--- src/rtl/output_mem_pkg.sv ---
// Shared types and lane arithmetic for the output-memory accumulate requester.
package output_mem_pkg;

    localparam int ELEM_W = 16;
    localparam int LANES  = 512 / ELEM_W;

    typedef enum logic [1:0] {IDLE, RUN, DRAIN, DONE} req_state_t;

    // Signed add clamped to the lane range; overflow shows as a sign mismatch in the extra bit.
    function automatic logic [ELEM_W-1:0] sat_add(input logic [ELEM_W-1:0] a,
                                                  input logic [ELEM_W-1:0] b);
        logic [ELEM_W:0] s;
        s = {a[ELEM_W-1], a} + {b[ELEM_W-1], b};
        if (s[ELEM_W] != s[ELEM_W-1])
            return s[ELEM_W] ? {1'b1, {(ELEM_W-1){1'b0}}} : {1'b0, {(ELEM_W-1){1'b1}}};
        return s[ELEM_W-1:0];
    endfunction

endpackage

--- src/rtl/output_accum_requester_lane_sat_adder.sv ---
// Combinational lane-wise saturating adder; bypass passes operand a through unchanged.
module lane_sat_adder
    import output_mem_pkg::*;
#(
    parameter int LANES_P = LANES
) (
    input  logic [LANES_P*ELEM_W-1:0] a,
    input  logic [LANES_P*ELEM_W-1:0] b,
    input  logic                      bypass,
    output logic [LANES_P*ELEM_W-1:0] y
);

    always_comb begin
        y = a;
        if (!bypass) begin
            for (int i = 0; i < LANES_P; i++)
                y[i*ELEM_W +: ELEM_W] = sat_add(a[i*ELEM_W +: ELEM_W], b[i*ELEM_W +: ELEM_W]);
        end
    end

endmodule

--- src/rtl/output_accum_requester.sv ---
// Read-modify-write requester: reads the stored partial sum, adds the incoming package
// lane-wise with saturation and writes the result back, one package per cycle.
module output_accum_requester
    import output_mem_pkg::*;
#(
    parameter int ADDR_W = 8,
    parameter int DATA_W = 512,
    parameter int RD_LAT = 1
) (
    input  logic              clk,
    input  logic              rst_n,
    input  logic              in_valid,
    output logic              in_ready,
    input  logic [ADDR_W-1:0] in_addr,
    input  logic [DATA_W-1:0] in_data,
    input  logic              in_first,
    input  logic              flush_in,
    output logic              flush_done,
    output logic              mem_rd_valid,
    output logic [ADDR_W-1:0] mem_rd_addr,
    input  logic              mem_rd_resp_valid,
    input  logic [DATA_W-1:0] mem_rd_data,
    output logic              mem_wr_valid,
    output logic [ADDR_W-1:0] mem_wr_addr,
    output logic [DATA_W-1:0] mem_wr_data,
    output logic              busy,
    output logic              err,
    output req_state_t        state_dbg
);

    localparam int NLANES = DATA_W / ELEM_W;

    // Handshake: a package transfers on a clk edge where in_valid && in_ready; in_ready
    // never depends on in_valid, only on in_addr, the FSM state and the in-flight entries.
    req_state_t state;

    logic              req_v, req_first;
    logic [ADDR_W-1:0] req_addr;
    logic [DATA_W-1:0] req_data;

    logic [RD_LAT-1:0] pipe_v, pipe_first;
    logic [ADDR_W-1:0] pipe_addr [RD_LAT];
    logic [DATA_W-1:0] pipe_data [RD_LAT];

    logic              wr_v;
    logic [ADDR_W-1:0] wr_addr;
    logic [DATA_W-1:0] wr_data;

    logic              hazard, accept, add_v, add_first, add_needs_rd;
    logic [DATA_W-1:0] rd_operand, sum;

    always_comb begin
        hazard = (req_v && req_addr == in_addr) || (wr_v && wr_addr == in_addr);
        for (int k = 0; k < RD_LAT; k++)
            if (pipe_v[k] && pipe_addr[k] == in_addr) hazard = 1'b1;
    end

    assign in_ready     = (state == IDLE || state == RUN) && !hazard;
    assign accept       = in_valid && in_ready;
    assign add_v        = pipe_v[RD_LAT-1];
    assign add_first    = pipe_first[RD_LAT-1];
    assign add_needs_rd = add_v && !add_first;
    // A missing response contributes zero so the write still goes out.
    assign rd_operand   = (add_needs_rd && mem_rd_resp_valid) ? mem_rd_data : '0;

    lane_sat_adder #(.LANES_P(NLANES)) u_lane_sat_adder (
        .a      (pipe_data[RD_LAT-1]),
        .b      (rd_operand),
        .bypass (add_first),
        .y      (sum)
    );

    assign busy         = req_v || (|pipe_v) || wr_v;
    assign mem_rd_valid = req_v && !req_first;
    assign mem_rd_addr  = req_addr;
    assign mem_wr_valid = wr_v;
    assign mem_wr_addr  = wr_addr;
    assign mem_wr_data  = wr_data;
    assign state_dbg    = state;

    always_ff @(posedge clk or negedge rst_n) begin
        if (!rst_n) begin
            req_v      <= 1'b0;
            req_first  <= 1'b0;
            req_addr   <= '0;
            req_data   <= '0;
            pipe_v     <= '0;
            pipe_first <= '0;
            for (int k = 0; k < RD_LAT; k++) begin
                pipe_addr[k] <= '0;
                pipe_data[k] <= '0;
            end
            wr_v       <= 1'b0;
            wr_addr    <= '0;
            wr_data    <= '0;
        end else begin
            req_v <= accept;
            if (accept) begin
                req_first <= in_first;
                req_addr  <= in_addr;
                req_data  <= in_data;
            end
            pipe_v[0]     <= req_v;
            pipe_first[0] <= req_first;
            pipe_addr[0]  <= req_addr;
            pipe_data[0]  <= req_data;
            for (int k = 1; k < RD_LAT; k++) begin
                pipe_v[k]     <= pipe_v[k-1];
                pipe_first[k] <= pipe_first[k-1];
                pipe_addr[k]  <= pipe_addr[k-1];
                pipe_data[k]  <= pipe_data[k-1];
            end
            wr_v <= add_v;
            if (add_v) begin
                wr_addr <= pipe_addr[RD_LAT-1];
                wr_data <= sum;
            end
        end
    end

    always_ff @(posedge clk or negedge rst_n) begin
        if (!rst_n) begin
            err <= 1'b0;
        end else if ((add_needs_rd && !mem_rd_resp_valid) ||
                     (mem_rd_resp_valid && !add_needs_rd)) begin
            err <= 1'b1;
        end
    end

    always_ff @(posedge clk or negedge rst_n) begin
        if (!rst_n) begin
            state      <= IDLE;
            flush_done <= 1'b0;
        end else begin
            flush_done <= 1'b0;
            case (state)
                IDLE: begin
                    if (flush_in) begin
                        if (busy || accept) begin
                            state <= DRAIN;
                        end else begin
                            state      <= DONE;
                            flush_done <= 1'b1;
                        end
                    end else if (in_valid) begin
                        state <= RUN;
                    end
                end
                RUN: if (flush_in) state <= DRAIN;
                DRAIN: begin
                    // Nothing new enters while draining, so empty stage registers mean done.
                    if (!busy) begin
                        state      <= DONE;
                        flush_done <= 1'b1;
                    end
                end
                DONE:    state <= IDLE;
                default: state <= IDLE;
            endcase
        end
    end

endmodule

--- config.mk ---
export PLATFORM = sky130hd
export DESIGN_NAME = output_accum_requester
export DESIGN_NICKNAME = d
export VERILOG_FILES = /design/src/rtl/output_mem_pkg.sv /design/src/rtl/output_accum_requester_lane_sat_adder.sv /design/src/rtl/output_accum_requester.sv
export SDC_FILE = /design/constraint.sdc
export NUM_CORES = 2
export LEC_CHECK = 0
export CAP_MARGIN = 20
export CORE_AREA = 2 2 622 624
export DETAILED_ROUTE_END_ITERATION = 12
export DIE_AREA = 0 0 624 626
export MAX_ROUTING_LAYER = met4
export PLACE_DENSITY = 0.49
export SYNTH_ARGS = -nofsm -noshare
export SYNTH_HDL_FRONTEND = slang
export SYNTH_SLANG_ARGS = --single-unit
export TNS_END_PERCENT = 100
--- constraint.sdc ---
create_clock -name clk -period 9.74 [get_ports clk]
set_input_delay 1.461 -clock clk [delete_from_list [all_inputs] [get_ports clk]]
set_output_delay 1.461 -clock clk [all_outputs]
set_load 0.005 [all_outputs]
* After elaboration in Yosys (flattened, before gate mapping)
Cells that the tools add are included.
** Storage, ports and cells
- Register bits :: 1569
- Input bits :: 1038
- Output and inout bits :: 536
- Word-level logic and storage cells :: 283
** Operators by class
- Add/sub/neg operators :: 32
- Equal/unequal tests :: 41
- Mux-type cells :: 173
- Reductions and logical operators :: 23
** Operators with widths (number)
- two-way mux 16 bit :: 96
- two-way mux 512 bit :: 2
- adder 16 x 16 -> 17 bit :: 32
- two-way mux 1 bit :: 69
- != test 1 bit :: 32
- == test 8 bit :: 3
- logical AND 1 bit :: 10
- two-way mux 2 bit :: 4
- one-hot mux 2 bit (4 select lines) :: 1
- logical OR 1 bit :: 6
- zero test 1 bit :: 5
- == test 2 bit, second input constant :: 2
- != test 2 bit, second input constant :: 2
- != test 3 bit, second input constant :: 1
- AND reduction 3 bit :: 1
- == test 2 x 1 -> 1 bit, second input constant :: 1
- zero test 2 bit :: 1
- one-hot mux 1 bit (2 select lines) :: 1

* Depth between registers and ports, before layout
- Word-level depth :: 11
- Mapped depth :: 31
- Gate-level depth less buffers :: 22

* Cells and area by module
Synthesis repeated with hierarchy kept, for this count alone.
** Unflattened totals
- Cells, all modules :: 7928
- Area total of the unflattened synthesis :: 87451.4 sq um
** By module, submodules not included
- output_accum_requester :: times used 1, cells an instance 3362, area each 55614.6 sq um, sequential area each 39262.7 sq um
- lane_sat_adder :: times used 1, cells an instance 4566, area each 31836.8 sq um, sequential area each 0.0 sq um

* Worst setup path before layout
OpenSTA, ideal clock, no wires.
- Kind :: register -> register
- Start :: register pipe_first (netlist: add_first)
- End :: register wr_data[176] (netlist: mem_wr_data[176])
- Setup time :: 0.118 ns
- Data arrival time :: 6.077 ns
- Required time :: 9.622 ns
- Path slack :: 3.545 ns
- Cell stages (with the launch flop) :: 29
- Buffers on the path :: 8
- Clock period less this slack :: 6.195 ns
- Cell sequence :: dfrtp_1 -> clkbuf_1 -> clkinv_1 -> clkbuf_1 -> nand2_1 -> inv_1 -> clkbuf_1 -> clkbuf_1 -> ha_1 -> clkbuf_1 -> clkbuf_1 -> clkbuf_1 -> nand2_1 -> inv_1 -> ha_1 -> a211oi_2 -> o21bai_1 -> or4_1 -> a41o_2 -> a31oi_4 -> o21ai_2 -> and3_4 -> or3_1 -> ha_1 -> a21boi_0 -> a21oi_2 -> buf_2 -> a21oi_1 -> a21o_1
** On the way
- Longest elaborated chain between the ends :: 10
- Elaborated cells on any way between the ends :: 12
- Those cells by class :: add/sub (1); eq/ne (1); mux (7); reduce/logical (3)
** Ends and longest elaborated chain
- from (decl) :: line output_accum_requester.sv:41 : logic [RD_LAT-1:0] pipe_v, pipe_first;
- from (signal, indexed assignment) :: line output_accum_requester.sv:109 : pipe_first[k] <= pipe_first[k-1];
- zero test 1 bit
- logical AND 1 bit :: line output_accum_requester.sv:62 : assign add_needs_rd = add_v && !add_first;
- logical AND 1 bit :: line output_accum_requester.sv:64 : assign rd_operand = (add_needs_rd && mem_rd_resp_valid) ? mem_rd_data : '0;
- two-way mux 512 bit :: line output_accum_requester.sv:64
- adder 16 x 16 -> 17 bit :: line output_mem_pkg.sv:13 : s = {a[ELEM_W-1], a} + {b[ELEM_W-1], b};
- != test 1 bit :: line output_mem_pkg.sv:14 : if (s[ELEM_W] != s[ELEM_W-1])
- two-way mux 1 bit :: line output_mem_pkg.sv:14
- two-way mux 1 bit :: line output_accum_requester_lane_sat_adder.sv:15 : if (!bypass) begin
- two-way mux 16 bit :: line output_mem_pkg.sv:16 : return s[ELEM_W-1:0];
- two-way mux 512 bit (*) :: line output_accum_requester_lane_sat_adder.sv:15
- to (signal assigned) :: line output_accum_requester.sv:116 : wr_data <= sum;
- to (decl) :: line output_accum_requester.sv:47 : logic [DATA_W-1:0] wr_data;
Every way passes the cells marked *; elsewhere a longest branch is shown, timed or not. The select of a mux whose other input is x is not followed.
A chain may end at the register's enable or synchronous reset.

* Worst setup path in the final report
- Start :: register pipe_first (netlist: add_first)
- End :: register wr_data[355] (netlist: mem_wr_data[355])
The elaborated chain is that of the path after synthesis.

==> metrics <==
status finished, final reports clean; P per Cell Area 359 nW/um^2; clk_skew 0.0778 ns; drt pass-1 iters 6; Clk pin slew, worst setup/hold paths 0.06 ns; Final Max Slew Viols 0; R2R depth 19; RSZ-0062 raised after global routing false; fraction of layout cells with a size suffix above 1 12.0%; synth unique cells 96; PortBufs 1573; vias in the first global route 71418; final setup TNS 0 ns; die width 624 um; final setup vio count 0; placed wire-length estimate 335000 um; # resized after CTS 0; clock buffer depth 4; synthesized area 84600 um^2; I/O pin cnt 1574; Routability Congestion 0.954; Worst Path Required 10.49 ns; R2R setup slack 2.50 ns; maximum VDD drop 0.177 mV; fmax 0.138 GHz; Final Net Count 10997; CP max stage delay 0.90 ns; Post-CTS Setup Inserts 0; later-pin clock latency in the skew report 0.91 ns; Core ar. 384000 um^2; Synth Flop Type dfrtp_1; post-route ant nets 0; Max FO, Critical Path 46; RR Startpoint add_first; hold-fix buffers at CTS 0; number of antenna violations at the first check in global routing 198; Post-Syn Area per Cell 10.8 um^2; post-synthesis sequential area ratio 46.4%; most frequent cells in the layout 1572 x clkdlybuf4s50_1, 1567 x dfrtp_1, 621 x o21ai_0; cell count after synthesis 7851; die height 626 um; CP Cell Sequence inv_8 -> nand2_4 -> inv_6 -> ha_4 -> buf_4 -> and2_1 -> ha_1 -> inv_1 -> fa_1 -> nand2b_1 -> a21oi_1 -> o31ai_2 -> o311a_1 -> o31ai_1 -> inv_1 -> ha_1 -> a21oi_1 -> o21ai_0 -> a22o_1; synth-to-layout area growth 34.3%; Final period util 74.3%; Congestion Overflow GR 0; via count 70213; capture point of the worst reg-to-reg path mem_wr_data[355]; TritonCTS clock tree yes; Net Count, Synth 9499; Starting Density 22.0%; slowest cell on the critical path a21oi_1; root buffer cell clkbuf_16; largest net degree at the start of global routing 148; Final Hold Slack 0.331 ns; final hold vios 0; final worst path period need 7.24 ns; critical path endpoint category register; hold wc startpoint req_data[372]; critical path class reg -> reg; Worst Hold Endpoint pipe_data[372]; fraction of registers with async set/reset 100%; Die ar. 391000 um^2; Worst setup SP type register; Post-synth EDFFs 0; number of fill cells 39510; CP arrival 7.99 ns; Starting DRT DRC Count 5290; row cnt 228; total CTS buffers 198; WL per Instance 28.8 um; overall routing resource usage 21.5%; DRC 0; Worst-Margin Slew 1.13 ns; Static Leak 48.0 nW; Routed WL 423000 um; hold path cells 0; Yosys reg bits 1569; routed vias/inst 4.78; leading cell type in the layout, fill and taps excluded clkdlybuf4s50_1; H-Tree Depth 4; max_cap viols 0; HP Class reg -> reg; Rel. slew slack 24.6%; Yosys warning count 0; Sink Count 1569; first-pass GRT wire length 583000 um
-- synthesized netlist by cell type (all sizes together), types with 125 or more instances --
master   number  area, um^2
o21ai       635        3190
a21o        157        1180
nor3        138         691
xor2        193        1690
nor2        378        1420
and2        494        3090
mux2        578        6510
o2bb2ai     157        1380
o21a        189        1420
nand2       286        1070
ha          578        7230
inv         241         905
dfrtp      1569       39300
a211oi      125         953
a21oi       368        1870
clkbuf      288        1080
xnor2       212        1860
-- per-stage QoR --
step                      utilization (%)  setup slack, ns  cell area [um^2]  total power, mW  std cells
after floorplan                         -             3.54             84600             23.1       7851
after global placement               27.6             1.89            106000             32.5      14205
after detailed placement             27.6             1.93            106000             32.5      14206
after CTS                            29.5             2.41            113000             41.1      14563
after global routing                 29.6             1.96            114000             43.3      14667
final                                29.6             2.50            114000             40.7      14682
-- how the worst max path moves through the flow --
| stage | from | end | slack (ns) | depth (start not counted) |
|---|---|---|---|---|
| 6_report | add_first | mem_wr_data[355] | 2.50 | 19 |
| 5_1_grt | add_first | mem_wr_data[357] | 1.96 | 19 |
| 2_1_floorplan | add_first | mem_wr_data[176] | 3.54 | 28 |
| 3_3_place_gp | mem_rd_resp_valid | mem_wr_data[365] | 1.89 | 17 |
| 4_1_cts | add_first | mem_wr_data[355] | 2.41 | 19 |
| 3_5_place_dp | mem_rd_resp_valid | mem_wr_data[370] | 1.93 | 17 |
-- registers in the layout, indices dropped and copies added (netlist names), 2 cells and up --
name and flops:
mem_wr_data 512, req_data 512, pipe_addr 8, mem_rd_addr 8, pipe_data 512, mem_wr_addr 8, state_dbg 2
-- power by group --
group	internal, mW	leakage (nW)	switching, mW
Combinational	8.62	26.0	11.1
Clock	4.95	3.49	3.24
Sequential	9.89	18.6	2.89
Total	23.5	48.0	17.3
-- worst max-delay path, delay by kind of cell (launching register included) --
family,cells,cell delay (ns)
buffers and inverters,5,1.32
AOI/OAI and AO/OA,7,2.63
adders and majority gates,4,1.85
and+or+nand+nor,3,0.53
DFF,1,0.63
-- metal layers --
layer / vias up / track usage, % / share of wire, % / wire length [um]
met2: 2190 / 33.8 / 46 / 196000
li1: 31613 / - / - / -
met3: 650 / 4.72 / 6.0 / 25200
met1: 35760 / 26.6 / 43 / 182000
met5: - / - / 0 / 0
met4: 0 / 9.38 / 4.5 / 19100
-- layout make-up --
cell class	count	area (um^2)	area share [%]
tap	5060	6330	5.57
multi-input combinational	5673	43000	37.9
antenna	116	290	0.256
inverter	247	947	0.834
sequential	1569	39300	34.6
timing repair buffer	1660	16600	14.6
clock inverter	84	1400	1.23
clock buffer	273	5740	5.05
-- kinds of logic (layout without fill, tap and decap cells) --
| kind of cell | Yosys count | in the layout | synth area share [%] |
|---|---|---|---|
| fa+ha+maj | 610 | 610 | 9.31 |
| compound gates | 2288 | 2288 | 18.5 |
| xor+xnor | 405 | 405 | 4.19 |
| buf+inv | 609 | 2264 | 2.81 |
| simple gates | 1783 | 1783 | 11.0 |
| flops | 1569 | 1569 | 46.4 |
| other cells | 0 | 116 | 0 |
| mux | 587 | 587 | 7.81 |
(Power assumes the default switching activity.)
